<file path="src/rtl/fetch_unit.sv">
// RV32 instruction fetch stage: keeps the fetch PC, issues word requests to imem,
// buffers in-order responses with their PCs and hands them to decode; redirects flush.
module fetch_unit #(
  parameter logic [31:0] RESET_PC = 32'h0000_0000,
  parameter int          DEPTH    = 4
) (
  input  logic        clk,
  input  logic        rst,
  output logic        imem_req_valid,
  input  logic        imem_req_ready,
  output logic [31:0] imem_req_addr,
  input  logic        imem_resp_valid,
  input  logic [31:0] imem_resp_data,
  input  logic        redirect_valid,
  input  logic [31:0] redirect_pc,
  output logic        instr_valid,
  input  logic        instr_ready,
  output logic [31:0] instr,
  output logic [31:0] instr_pc
);

  localparam int PW = $clog2(DEPTH);
  localparam int CW = $clog2(DEPTH + 1);
  localparam int OW = $clog2(2 * DEPTH + 1);

  localparam logic [OW:0]   DEPTH_L  = (OW + 1)'(DEPTH);
  localparam logic [OW-1:0] MAX_OUT  = OW'(2 * DEPTH);
  localparam logic [31:0]   BOOT_PC  = RESET_PC & 32'hFFFF_FFFC;

  typedef struct packed {
    logic [31:0] pc;
    logic [31:0] data;
  } entry_t;

  entry_t          fifo [DEPTH];
  logic [PW-1:0]   rd_ptr, wr_ptr;
  logic [CW-1:0]   count;
  logic [OW-1:0]   outstanding, drop;
  logic [31:0]     fetch_pc, resp_pc;

  logic [OW-1:0]   live;
  logic [OW:0]     level;
  logic            issue, accept, pop, push, stale;
  logic [31:0]     target;

  // Live requests plus buffered entries must never exceed the FIFO, so every
  // response that is kept is guaranteed a free slot.
  always_comb begin
    live   = outstanding - drop;
    level  = (OW + 1)'(live) + (OW + 1)'(count);
    issue  = (level < DEPTH_L) && (outstanding < MAX_OUT) && !redirect_valid;
    target = redirect_pc & 32'hFFFF_FFFC;
  end

  assign imem_req_valid = issue & ~rst;
  assign imem_req_addr  = fetch_pc;
  assign accept         = imem_req_valid & imem_req_ready;

  assign instr_valid = (count != '0) & ~redirect_valid & ~rst;
  assign instr       = fifo[rd_ptr].data;
  assign instr_pc    = fifo[rd_ptr].pc;
  assign pop         = instr_valid & instr_ready;

  assign stale = (drop != '0);
  assign push  = imem_resp_valid & ~stale & ~redirect_valid & ~rst;

  always_ff @(posedge clk) begin
    if (rst) begin
      fetch_pc    <= BOOT_PC;
      resp_pc     <= BOOT_PC;
      count       <= '0;
      outstanding <= '0;
      drop        <= '0;
      rd_ptr      <= '0;
      wr_ptr      <= '0;
      for (int i = 0; i < DEPTH; i++) fifo[i] <= '0;
    end else if (redirect_valid) begin
      // Everything still in flight (minus what lands this cycle) is stale.
      fetch_pc    <= target;
      resp_pc     <= target;
      count       <= '0;
      rd_ptr      <= '0;
      wr_ptr      <= '0;
      outstanding <= outstanding - OW'(imem_resp_valid);
      drop        <= outstanding - OW'(imem_resp_valid);
    end else begin
      if (accept) fetch_pc <= fetch_pc + 32'd4;
      outstanding <= outstanding + OW'(accept) - OW'(imem_resp_valid);
      if (imem_resp_valid && stale) drop <= drop - OW'(1);
      if (push) begin
        fifo[wr_ptr] <= '{pc: resp_pc, data: imem_resp_data};
        wr_ptr       <= wr_ptr + PW'(1);
        resp_pc      <= resp_pc + 32'd4;
      end
      if (pop) rd_ptr <= rd_ptr + PW'(1);
      count <= count + CW'(push) - CW'(pop);
    end
  end

endmodule

</file>
<file path="config.mk">
export PLATFORM = sky130hd
export DESIGN_NAME = fetch_unit
export DESIGN_NICKNAME = d
export VERILOG_FILES = /design/src/rtl/fetch_unit.sv
export SDC_FILE = /design/constraint.sdc
export NUM_CORES = 1
export LEC_CHECK = 0
export ABC_AREA = 1
export CAP_MARGIN = 15
export CORE_MARGIN = 4
export CORE_UTILIZATION = 57
export DETAILED_ROUTE_END_ITERATION = 7
export PLACE_DENSITY = 0.77
export SLEW_MARGIN = 30
export SYNTH_ARGS = -nofsm -noshare
export SYNTH_HDL_FRONTEND = slang
export SYNTH_SLANG_ARGS = --single-unit
</file>
<file path="constraint.sdc">
create_clock -name clk -period 5.7 [get_ports clk]
set_clock_uncertainty 0.15 [all_clocks]
set_input_delay 0.855 -clock clk [delete_from_list [all_inputs] [get_ports clk]]
set_output_delay 0.855 -clock clk [all_outputs]
set_load 0.02 [all_outputs]
</file>
After elaboration in Yosys (flattened, before gate mapping)
Memories as Yosys holds them, arrays and structs flattened. A register that Yosys moved wholly into a read port is not among the register bits. Cells that the tools add are included.

Register bits after elaboration: 79. Latch bits: 0. RAM bits: 256. Memory bits (read-only): 0. Logic and storage cells: 64. Memories kept: 1.

$add $sub $neg: 12. $mul: 0. Div/mod/pow operators: 0. $lt $le $gt $ge: 2. Equality and inequality tests: 0. Shift-type cells: 0. Mux-type cells: 18. Bitwise logic cells: 11. Reductions and logical operators: 11.

Memory list: fifo (depth 4, width 64, read ports 1, clocked after Yosys merged registers in 1, write ports 4, RTL line 35) `entry_t fifo [DEPTH];`.

Operators by type and width (count): $mux W32 (4); $add A32 B3 Y32 const B (2); $mux W64 (1); $reduce_or A64 Y1 (1); $mux W4 (3); $and A1 B1 Y1 (8); $sub A4 B1 Y4 (2); $mux W1 (7); $mux W2 (3); $reduce_bool A2 Y1 (3); $add A4 B3 Y5 (1); $lt A5 B3 Y1 const B (1); $add A2 B1 Y2 const B (2); $add A4 B1 Y4 (1); $lt A4 B4 Y1 const B (1); $reduce_bool A4 Y1 (1); $sub A4 B1 Y4 const B (1); $sub A4 B4 Y4 (1); $add A3 B1 Y3 (1); $logic_and A1 B1 Y1 (3); $not A1 Y1 (3); $reduce_bool A3 Y1 (1); $sub A3 B1 Y3 (1); $reduce_or A2 Y1 (1); $logic_not A1 Y1 (1).

Longest topological paths before layout
Depth after elaboration: 11. Mapped depth: 19. Mapped depth without buffers: 18.

Least setup slack after synthesis
No wires, ideal clock.

Kind: input-to-reg. Start: in rst. End: mem fifo[3][0] (netlist bit) (enable). Arrival time: 4650 ps. Required time: 5048 ps. Setup slack: 398 ps. Cell stages on the path: 6. Buffers on the path: 3. Cell sequence: buf_4 > nor2_4 > nand3_1 > buf_2 > buf_2 > a21oi_1.

RTL lines: start: declaration (RTL line 8) `input logic rst,`; end: declaration (RTL line 35).

==> results.sh <==
export IMPL_postRouteAntennaNets=0
export IMPL_die_h_um=173.9
export IMPL_hold_buffers=0
export IMPL_ys_seq_area_frac=0.5727
export IMPL_grt_use_met2=0.4449
export IMPL_grt_first_pass_wirelength_um=63790
export IMPL_post_route_drc_count=0
export IMPL_cts_tree="yes"
export IMPL_grt_max_degree=74
export IMPL_avgSynthCellArea_um2=8.709
export IMPL_synthTopCellsByArea="edfxtp_1, nor2_1, dfxtp_1, nand2_1, o21ai_0"
export IMPL_synth_main_ff_cell="edfxtp_1"
export IMPL_antenna_found_initial=0
export IMPL_clkLatencyLatePin_ns=0.51
export IMPL_cts_buffers=34
export IMPL_worst_pin_slew_ns=0.9361
export IMPL_cts_resized=0
export IMPL_r2r_slack_ns=1.84
export IMPL_worstPathRequired_ns=4.70
export IMPL_min_path_type="reg2reg"
export IMPL_rows=60
export IMPL_clkSinkCount=325
export IMPL_period_share=0.8013
export IMPL_cp_slowest_cell="clkinv_2"
export IMPL_cp_cell_sequence="clkinv_2 > buf_4 > o21ai_0 > o22ai_1 > clkdlybuf4s50_1"
export IMPL_crit_cells=5
export IMPL_globalplace_congestion=0.9067
export IMPL_avgViaCountPerCell=5.686
export IMPL_die_w_um=173.9
export IMPL_yosysMostFrequentCell="nor2_1"
export IMPL_syn_area_um2=15690
export IMPL_port_buffer_count=161
export IMPL_grt_use_met3=0.03262
export IMPL_ys_ff_latch=325
export IMPL_status="complete, no violations"
export IMPL_drt_pre_antenna_iters=6
export IMPL_max_freq_mhz=218.9
export IMPL_ys_warn_count=0
export IMPL_hold_start="rd_ptr[1]"
export IMPL_dp_hpwl_um=24790
export IMPL_synth_distinct_cells=39
export IMPL_hold_viol_final=0
export IMPL_worst_setup_path_type="reg2out"
export IMPL_wl_per_cell_um=17.45
export IMPL_drv_slew=0
export IMPL_max_clock_path_buffers=3
export IMPL_core_area_um2=27030
export IMPL_start_kind="flip-flop"
export IMPL_rr_worst_depth=17
export IMPL_clk_pin_slew_ns=0.06
export IMPL_yosysTopAreaCell="edfxtp_1"
export IMPL_final_core_utilization=0.6873
export IMPL_cp_end_kind="output pin"
export IMPL_irDropWorstVdd_mv=0.1743
export IMPL_r2r_start="drop[0]"
export IMPL_worst_path_buf_inv=3
export IMPL_yosysTopAreaCellShare=0.4745
export IMPL_setup_violations=0
export IMPL_syn2layout_area_growth_pct=18.35
export IMPL_vias=13026
export IMPL_met1_usage=0.3423
export IMPL_start_util=0.5807
export IMPL_max_cap_violations=0
export IMPL_fin_setup_tns_ns=0
export IMPL_grt_setup_unrepaired="no"
export IMPL_drive_above_1_share=0.04718
export IMPL_leakage_nw=7.141
export IMPL_design_die_area_um2=30250
export IMPL_htree_levels=2
export IMPL_period_needed_ns=4.567
export IMPL_path_max_fanout=60
export IMPL_pin_count=168
export IMPL_drt_iter0_drc=1263
export IMPL_cp_top_family="buffers and inverters"
export IMPL_whs_path_depth=2
export IMPL_worstPathArrival_ns=3.56
export IMPL_relSlewSlack=0.3759
export IMPL_diodes=0
export IMPL_syn_inst=1802
export IMPL_power_density_nw_per_um2=296.7
export IMPL_overflow=0
export IMPL_max_stage_delay_ns=0.78
export IMPL_fin_nets=2014
export IMPL_postCtsSetupBuffers=0
export IMPL_grt_busiest_layer="met2"
export IMPL_grt_pass1_vias=12823
export IMPL_synth_edf_count=248
export IMPL_async_flop_share=0
export IMPL_grt_total_usage=0.2583
export IMPL_synth_common_cells="nor2_1, nand2_1, edfxtp_1"
export IMPL_cts_root_buf="clkbuf_16"
export IMPL_wl_um=39970
[worst register-to-register path, delay by kind of cell (launching register included)]
kind | cells | cell delay (ns)
compound gates | 1 | 0.15
xor+xnor | 2 | 0.31
fa+ha+maj | 6 | 1.71
buf+inv | 3 | 0.17
flops | 1 | 0.38
simple gates | 5 | 0.90
[registers in the layout (all words and copies together), names as in the netlist, named ones only]
name           cells
outstanding        4
wr_ptr             2
fifo             248
count              3
rd_ptr             2
imem_req_addr     30
resp_pc           30
drop               4
[routing by layer]
layer | vias to the layer above | routed length [um]
li1 | 6249 | -
met1 | 6052 | 16210
met2 | 640 | 19380
met3 | 85 | 3276
met4 | 0 | 1107
met5 | - | 0
[path summary, 6_finish.rpt]
path	end
min reg2reg	flip-flop
max reg2reg	outstanding[2]
min	flip-flop
max	instr_pc[27]
[power by group]
group | total, W | switching [W] | internal (W)
sequential | 0.00276 | 0.0000785 | 0.00268
combinational | 0.000637 | 0.000395 | 0.000242
clock | 0.00211 | 0.000889 | 0.00122
[stage by stage]
stage | std cells | cell area [um2] | setup slack, ns | power (W) | hold slack (ns)
floorplan | 1805 | 15710 | 0.3979 | 0.003183 | 0.2865
global placement | 2229 | 17510 | 1.500 | 0.003424 | 0.2943
detailed placement | 2229 | 17510 | 1.386 | 0.003442 | 0.3045
CTS | 2291 | 18570 | 1.139 | 0.005529 | 0.3178
global route | 2291 | 18570 | 1.001 | 0.005724 | 0.3471
finish | 2291 | 18570 | 1.133 | 0.005510 | 0.3188
[cell families (layout without fill, tap and decap cells)]
group / Yosys count / in the layout / synth area share
other cells: 1 / 4 / 0.0002389
fa+ha+maj: 20 / 20 / 0.01738
simple gates: 888 / 888 / 0.2304
flops: 325 / 325 / 0.5727
compound gates: 309 / 309 / 0.1063
xor+xnor: 19 / 19 / 0.01060
buf+inv: 240 / 385 / 0.06235
[layout by cell type (no fill, tap or decap), drive strengths merged]
cell	netlist	final
o21bai	5	5
xnor2	5	5
o21ai	172	172
clkbuf	53	43
o31ai	1	1
edfxtp	248	248
nand3b	18	18
nor3	8	8
or2	1	1
nand4	7	7
xor2	14	14
buf	42	18
o211ai	3	3
bufinv	0	2
clkinv	0	16
a31oi	7	7
nand3	79	79
clkdlybuf4s50	0	160
o21a	1	1
a21oi	55	55
ha	17	17
dfxtp	77	77
inv	145	144
o22ai	63	63
fa	3	3
nor3b	1	1
o32ai	1	1
conb	1	4
nand2	278	278
o21ba	1	1
clkinvlp	0	2
nor2	496	496
[cell type report]
| class | instances | area, um2 |
|---|---|---|
| Sequential cell | 325 | 8994 |
| Fill cell | 2066 | 8452 |
| Multi-Input combinational cell | 1240 | 5774 |
| Timing Repair Buffer | 178 | 1772 |
| Clock buffer | 43 | 905.9 |
| Inverter | 145 | 545.5 |
| Tap cell | 341 | 426.7 |
| Clock inverter | 19 | 156.4 |
Power figures use the tool's default switching activity.
